## src/rtl/vector_loader_pkg.sv

```systemverilog
// Shared types and constants for the vector loader and its readback checker.
// Holds the FSM state encoding, default widths and the job depth derivation.
// No logic; imported by every file of the loader.
package vector_loader_pkg;

   localparam int ADDR_W_DEF = 4;
   localparam int DATA_W_DEF = 8;

   // LOAD must stay at encoding 0: it is the reset state.
   typedef enum logic [2:0] {
      ST_LOAD   = 3'd0,
      ST_DRAIN  = 3'd1,
      ST_VERIFY = 3'd2,
      ST_START  = 3'd3,
      ST_WAIT   = 3'd4,
      ST_HOLD   = 3'd5
   } state_t;

   // Bytes per job: A occupies the lower half of memory, B the upper half.
   function automatic int depth_of(input int addr_w);
      return 1 << addr_w;
   endfunction

endpackage

```

## src/rtl/vector_loader_readback_chk.sv

```systemverilog
// Readback checker: sums bytes written during load and bytes read back during verify.
// Ports: clk/rst, clr (job restart), wr_en/wr_data (written bytes), rd_en/rd_data (read-back
// bytes), match (combinational wsum == rsum). Sums are modulo 2**DATA_W.
// Only compiled when LOADER_READBACK_EN is defined; latency 1 cycle per accumulate.
`ifdef LOADER_READBACK_EN
module loader_readback_chk
   import vector_loader_pkg::*;
#(
   parameter int DATA_W = DATA_W_DEF
)(
   input  logic              clk,
   input  logic              rst,
   input  logic              clr,
   input  logic              wr_en,
   input  logic [DATA_W-1:0] wr_data,
   input  logic              rd_en,
   input  logic [DATA_W-1:0] rd_data,
   output logic              match
);

   logic [DATA_W-1:0] wsum;
   logic [DATA_W-1:0] rsum;

   always_ff @(posedge clk or posedge rst) begin
      if (rst) begin
         wsum <= '0;
         rsum <= '0;
      end else if (clr) begin
         wsum <= '0;
         rsum <= '0;
      end else begin
         if (wr_en) wsum <= wsum + wr_data;
         if (rd_en) rsum <= rsum + rd_data;
      end
   end

   assign match = (wsum == rsum);

endmodule
`endif

```

## src/rtl/vector_loader.sv

```systemverilog
// Vector loader: streams 2*N host bytes into memory (A at 0..N-1, B at N..2N-1), starts the
// dot-product engine, captures its result and returns it on a valid/ready port.
// Latency: last accepted byte -> dp_start 2 cycles later (DEPTH+3 with readback verify).
// Backpressure: in_ready only high while loading; result held until out_ready.
// Ports: clk, rst (async high); in_valid/in_ready/in_data host stream; mem_own/mem_wr/
// mem_addr/mem_data_out/mem_data_in memory port; dp_start/dp_done/dp_result engine handshake;
// out_valid/out_ready/out_result result stream; err readback mismatch flag.
// Optional feature: LOADER_READBACK_EN inserts a memory readback checksum before start.
module vector_loader
   import vector_loader_pkg::*;
#(
   parameter int ADDR_W = ADDR_W_DEF,
   parameter int DATA_W = DATA_W_DEF
)(
   input  logic              clk,
   input  logic              rst,
   input  logic              in_valid,
   output logic              in_ready,
   input  logic [DATA_W-1:0] in_data,
   output logic              mem_own,
   output logic              mem_wr,
   output logic [ADDR_W-1:0] mem_addr,
   output logic [DATA_W-1:0] mem_data_out,
   input  logic [DATA_W-1:0] mem_data_in,
   output logic              dp_start,
   input  logic              dp_done,
   input  logic [DATA_W-1:0] dp_result,
   output logic              out_valid,
   input  logic              out_ready,
   output logic [DATA_W-1:0] out_result,
   output logic              err
);

   localparam int CNT_W = ADDR_W + 1;
   localparam int DEPTH = depth_of(ADDR_W);
   localparam logic [CNT_W-1:0] LAST_IDX = CNT_W'(DEPTH - 1);
   localparam logic [CNT_W-1:0] DEPTH_C  = CNT_W'(DEPTH);

   state_t            state, state_d;
   logic [CNT_W-1:0]  cnt, cnt_d;
   logic              in_ready_d, mem_own_d, mem_wr_d, dp_start_d, out_valid_d, err_d;
   logic [ADDR_W-1:0] mem_addr_d;
   logic [DATA_W-1:0] mem_data_out_d, out_result_d;
   logic              accept;

   // in_ready is a register, so a byte is only taken while it is already high.
   assign accept = in_valid && in_ready && (state == ST_LOAD);

`ifdef LOADER_READBACK_EN
   logic sum_clr;
   logic rd_en;
   logic match;

   loader_readback_chk #(.DATA_W(DATA_W)) u_chk (
      .clk     (clk),
      .rst     (rst),
      .clr     (sum_clr),
      .wr_en   (accept),
      .wr_data (in_data),
      .rd_en   (rd_en),
      .rd_data (mem_data_in),
      .match   (match)
   );
`else
   logic unused_rd_data;
   assign unused_rd_data = ^mem_data_in;
`endif

   always_ff @(posedge clk or posedge rst) begin
      if (rst) begin
         state        <= ST_LOAD;
         cnt          <= '0;
         in_ready     <= 1'b0;
         mem_own      <= 1'b0;
         mem_wr       <= 1'b0;
         mem_addr     <= '0;
         mem_data_out <= '0;
         dp_start     <= 1'b0;
         out_valid    <= 1'b0;
         out_result   <= '0;
         err          <= 1'b0;
      end else begin
         state        <= state_d;
         cnt          <= cnt_d;
         in_ready     <= in_ready_d;
         mem_own      <= mem_own_d;
         mem_wr       <= mem_wr_d;
         mem_addr     <= mem_addr_d;
         mem_data_out <= mem_data_out_d;
         dp_start     <= dp_start_d;
         out_valid    <= out_valid_d;
         out_result   <= out_result_d;
         err          <= err_d;
      end
   end

   always_comb begin
      state_d        = state;
      cnt_d          = cnt;
      mem_wr_d       = 1'b0;
      mem_addr_d     = mem_addr;
      mem_data_out_d = mem_data_out;
      out_valid_d    = out_valid;
      out_result_d   = out_result;
      err_d          = err;
`ifdef LOADER_READBACK_EN
      sum_clr        = 1'b0;
      rd_en          = 1'b0;
`endif

      case (state)
         ST_LOAD: begin
            if (accept) begin
               mem_wr_d       = 1'b1;
               mem_addr_d     = cnt[ADDR_W-1:0];
               mem_data_out_d = in_data;
               cnt_d          = cnt + 1'b1;
               // err belongs to the previous job until new data arrives.
               if (cnt == '0) err_d = 1'b0;
               if (cnt == LAST_IDX) state_d = ST_DRAIN;
            end
         end
         ST_DRAIN: begin
`ifdef LOADER_READBACK_EN
            state_d    = ST_VERIFY;
            cnt_d      = '0;
            mem_addr_d = '0;
`else
            state_d    = ST_START;
`endif
         end
`ifdef LOADER_READBACK_EN
         // cnt 0..DEPTH-1 read one address each; cnt == DEPTH is the compare cycle.
         ST_VERIFY: begin
            if (cnt < DEPTH_C) begin
               rd_en = 1'b1;
               cnt_d = cnt + 1'b1;
               if (cnt < LAST_IDX) mem_addr_d = cnt[ADDR_W-1:0] + 1'b1;
            end else if (match) begin
               state_d = ST_START;
            end else begin
               err_d        = 1'b1;
               out_result_d = '0;
               out_valid_d  = 1'b1;
               state_d      = ST_HOLD;
            end
         end
`endif
         ST_START: begin
            state_d = ST_WAIT;
         end
         ST_WAIT: begin
            if (dp_done) begin
               out_result_d = dp_result;
               out_valid_d  = 1'b1;
               state_d      = ST_HOLD;
            end
         end
         ST_HOLD: begin
            if (out_ready) begin
               out_valid_d = 1'b0;
               cnt_d       = '0;
               state_d     = ST_LOAD;
`ifdef LOADER_READBACK_EN
               sum_clr     = 1'b1;
`endif
            end
         end
         default: begin
            state_d = ST_LOAD;
            cnt_d   = '0;
         end
      endcase

      // Registered outputs follow the state being entered, so they line up with it.
      in_ready_d = (state_d == ST_LOAD);
      mem_own_d  = (state_d == ST_LOAD) || (state_d == ST_DRAIN) || (state_d == ST_VERIFY);
      dp_start_d = (state_d == ST_START);
   end

endmodule
```

## config.mk

```make
export PLATFORM = sky130hd
export DESIGN_NAME = vector_loader
export DESIGN_NICKNAME = d
export VERILOG_FILES = /design/src/rtl/vector_loader_pkg.sv /design/src/rtl/vector_loader_readback_chk.sv /design/src/rtl/vector_loader.sv
export SDC_FILE = /design/constraint.sdc
export NUM_CORES = 1
export LEC_CHECK = 0
export BUFFER_PORTS_ARGS = -buffer_cell sky130_fd_sc_hd__buf_2
export CAP_MARGIN = 20
export CORE_MARGIN = 5
export CORE_UTILIZATION = 40
export DETAILED_ROUTE_END_ITERATION = 8
export GPL_TIMING_DRIVEN = 0
export MAX_ROUTING_LAYER = met4
export PLACE_DENSITY = 0.72
export RECOVER_POWER = 100
export SLEW_MARGIN = 20
export SYNTH_ARGS = -nofsm -noshare
export SYNTH_HDL_FRONTEND = slang
export SYNTH_HIERARCHICAL = 1
export SYNTH_SLANG_ARGS = --single-unit
```

## constraint.sdc

```tcl
create_clock -name clk -period 1.9 [get_ports clk]
set_input_delay 0.38 -clock clk [delete_from_list [all_inputs] [get_ports clk]]
set_output_delay 0.38 -clock clk [all_outputs]
set_load 0.1 [all_outputs]
```

==> run summary <==
Status -> completed
Slew Limit Fails -> 0
Mapped Cells -> 103
F_max -> 0.590 GHz
Area Growth Syn to Fin -> 23.7%
CP Class -> reg2reg
Final wirelength -> 2.83 mm
Number of antenna diodes -> 0
Endpoints failing setup -> 0
Crit share post-route -> 89.2%
CP Cell Sequence -> buf_6, nor3_4, and3_1, buf_8, buf_12, mux2_1
Hold WC Path Type -> in2reg
Root Buffer -> clkbuf_8
Via density -> 4.77
Layout Nets -> 186
Clock Path Buffers -> 2
Warnings from Yosys -> 6
Clk_skew -> 0.00989 ns
Clock Sinks -> 33
Min Tclk post-route -> 1.70 ns
Core ar. -> 0.00361 mm²
Post-DRT Antenna Nets -> 0
Post-CTS Setup Repair Bufs -> 0
HPWL Detailed -> 2.14 mm
Synth cell types -> 33
Critical Path RT -> 2.06 ns
Row Count -> 22
Initial antenna violation count -> 0
Sum Neg Setup Slack -> 0 ns
Die H -> 70.7 µm
H-tree levels -> 2
CTS Hold Buffers Added -> 0
Post-CTS Resized -> 0
Post-Syn Area -> 0.00147 mm²
Startpoint Class -> flip-flop
Tot GR Track Use -> 12.9%
Slew HR -> 19.2%
Post-synth top area cell -> dfrtp_1
Syn Nets -> 134
Number of global-route vias before repair -> 1081
Initial core utilization -> 40.8%
Worst path bufs/invs -> 3
Pre-antenna DRT Iters -> 4
I/O pin count -> 55
Crit. End Element -> flip-flop
Arrival @ worst endpoint -> 1.85 ns
Register bit total from synthesis -> 33
Register area share after synthesis -> 56.1%
Clock transition at path regs -> 0.06 ns
Slowest CP cell -> dfrtp_1
Pin count of the biggest net entering global routing -> 34
Max FO, Critical Path -> 10
Wire per inst -> 13.9 µm
Layout cells sized above 1 -> 49.4%
Syn Area/Cell -> 14.3 µm²
Critical Path Max Stage Delay -> 0.38 ns
Die area -> 0.00499 mm²
Global-route wire length before repair -> 5.02 mm
RSZ-0062 raised after global routing -> false
TritonCTS clock tree -> built
CTS Buf Count -> 5
Hold Fails Final Rpt -> 0
Top cell type's share of synthesized area -> 56.1%
Routed via count -> 974
GP Congestion -> 0.806
Later-pin clock latency in the skew report -> 0.28 ns
R2r setup slk -> 0.20 ns
Maxcap violations -> 0
Top cells by area, synth -> dfrtp_1 (56%), mux2_2 (11%), mux2_4 (6.1%)
Die width -> 70.7 µm
Total gr overflow -> 0
Port Buffers -> 45
DRC -> 0
Delay-heaviest family, CP -> simple AND/OR/NAND/NOR gates
Worst-Margin Slew -> 1.21 ns
Initial DRC count -> 26
synthesized netlist by cell type:
| library cell | n |
|---|---|
| nand3_1 | 2 |
| nor3_4 | 2 |
| or2b_1 | 1 |
| a21boi_0 | 1 |
| and2_1 | 2 |
| a41o_1 | 1 |
| buf_8 | 1 |
| mux2i_1 | 2 |
| conb_1 | 1 |
| a22o_1 | 2 |
| and3_1 | 1 |
| buf_12 | 1 |
| nand4bb_1 | 1 |
| nand2b_1 | 1 |
| nand3b_1 | 1 |
| o211ai_2 | 1 |
| ha_1 | 2 |
| buf_4 | 2 |
| dfrtp_1 | 33 |
| inv_1 | 5 |
| o2111ai_1 | 1 |
| o21ai_0 | 2 |
| mux2_4 | 6 |
| nor2b_1 | 1 |
| a31oi_1 | 2 |
| mux2_2 | 15 |
| o211a_1 | 1 |
| a21oi_1 | 3 |
| nand2_1 | 3 |
| and3_4 | 1 |
| o21a_1 | 1 |
| buf_6 | 2 |
| or3_1 | 2 |
state kept, by name, summed over array words and instances (netlist names):
name and count:
cnt 5, dp_start 1, in_ready 1, mem_addr 4, mem_data_out 8, mem_own 1, mem_wr 1, out_result 8
out_valid 1, state 3
area by class of cell:
type / instances / area (µm²)
Fill cell: 341 / 1790
Sequential cell: 33 / 827
Multi-Input combinational cell: 59 / 515
Timing Repair Buffer: 45 / 225
Clock buffer: 7 / 96.3
Buffer: 6 / 72.6
Tap cell: 48 / 60.1
Inverter: 5 / 18.8
Clock inverter: 1 / 5.00
per-stage QoR:
step           setup slack [ns]  instance area, µm²  utilization, %  cells  hold slack [ns]
2_1_floorplan             0.290                1470               -    103            0.496
3_3_place_gp              0.238                1760            48.8    196            0.484
3_5_place_dp              0.238                1760            48.8    196            0.490
4_1_cts                   0.213                1860            51.6    204            0.222
5_1_grt                   0.105                1820            50.5    204            0.322
6_report                  0.204                1820            50.5    204            0.320
metal layers:
layer | global-route usage, % | wire (µm) | share of wire [%] | vias up
li1 | - | - | - | 466
met1 | 14.4 | 1140 | 40 | 469
met2 | 21.7 | 1450 | 51 | 32
met3 | 3.27 | 183 | 6.5 | 7
met4 | 6.26 | 63 | 2.2 | 0
met5 | - | 0 | 0 | -
layout by cell type, fill, tap and decap left out, types with 2 or more instances in the layout:
| cell type | count |
|---|---|
| dfrtp_1 | 32 |
| clkbuf_2 | 25 |
| buf_2 | 20 |
| mux2_2 | 15 |
| clkbuf_8 | 7 |
| mux2_1 | 6 |
| inv_1 | 5 |
| a21oi_1 | 3 |
| nand2_1 | 3 |
| buf_6 | 2 |
| buf_4 | 2 |
| and3_1 | 2 |
| mux2i_1 | 2 |
| or3_1 | 2 |
| o21ai_0 | 2 |
| nand3_1 | 2 |
| a31oi_1 | 2 |
| a22o_1 | 2 |
| and2_0 | 2 |
| ha_1 | 2 |
worst reg2reg max path, stage by stage (launching register included):
cell and delay (ns):
dfrtp_1 0.38, buf_6 0.14, nor3_4 0.25, and3_1 0.23, buf_8 0.13, buf_12 0.13, mux2_1 0.33
cells by family (layout without fill, tap and decap cells):
family / after synthesis / count (layout) / share of synthesized area, %
mux: 23 / 23 / 19.0
flops: 33 / 33 / 56.1
buf+inv: 11 / 64 / 6.21
simple gates: 18 / 18 / 9.18
compound gates: 15 / 15 / 7.57
other cells: 1 / 1 / 0.255
fa+ha+maj: 2 / 2 / 1.70
worst paths after layout:
path / start / end / cells past startpoint
min in group asynchronous: rst / cnt[4]$_DFFE_PP0P_ / 2
max in group asynchronous: rst / in_ready$_DFF_PP0_ / 2
max: state[0]$_DFF_PP0_ / mem_data_out[7]$_DFFE_PP0P_ / 6
max reg2reg: state[0]$_DFF_PP0_ / mem_data_out[7]$_DFFE_PP0P_ / 6
min: in_data[6] / mem_data_out[6]$_DFFE_PP0P_ / 2
min reg2reg: mem_addr[3]$_DFFE_PP0P_ / mem_addr[3]$_DFFE_PP0P_ / 1
Power is not shown: default switching activity piles up to over one toggle a cycle in this logic, so the estimate is an artifact.
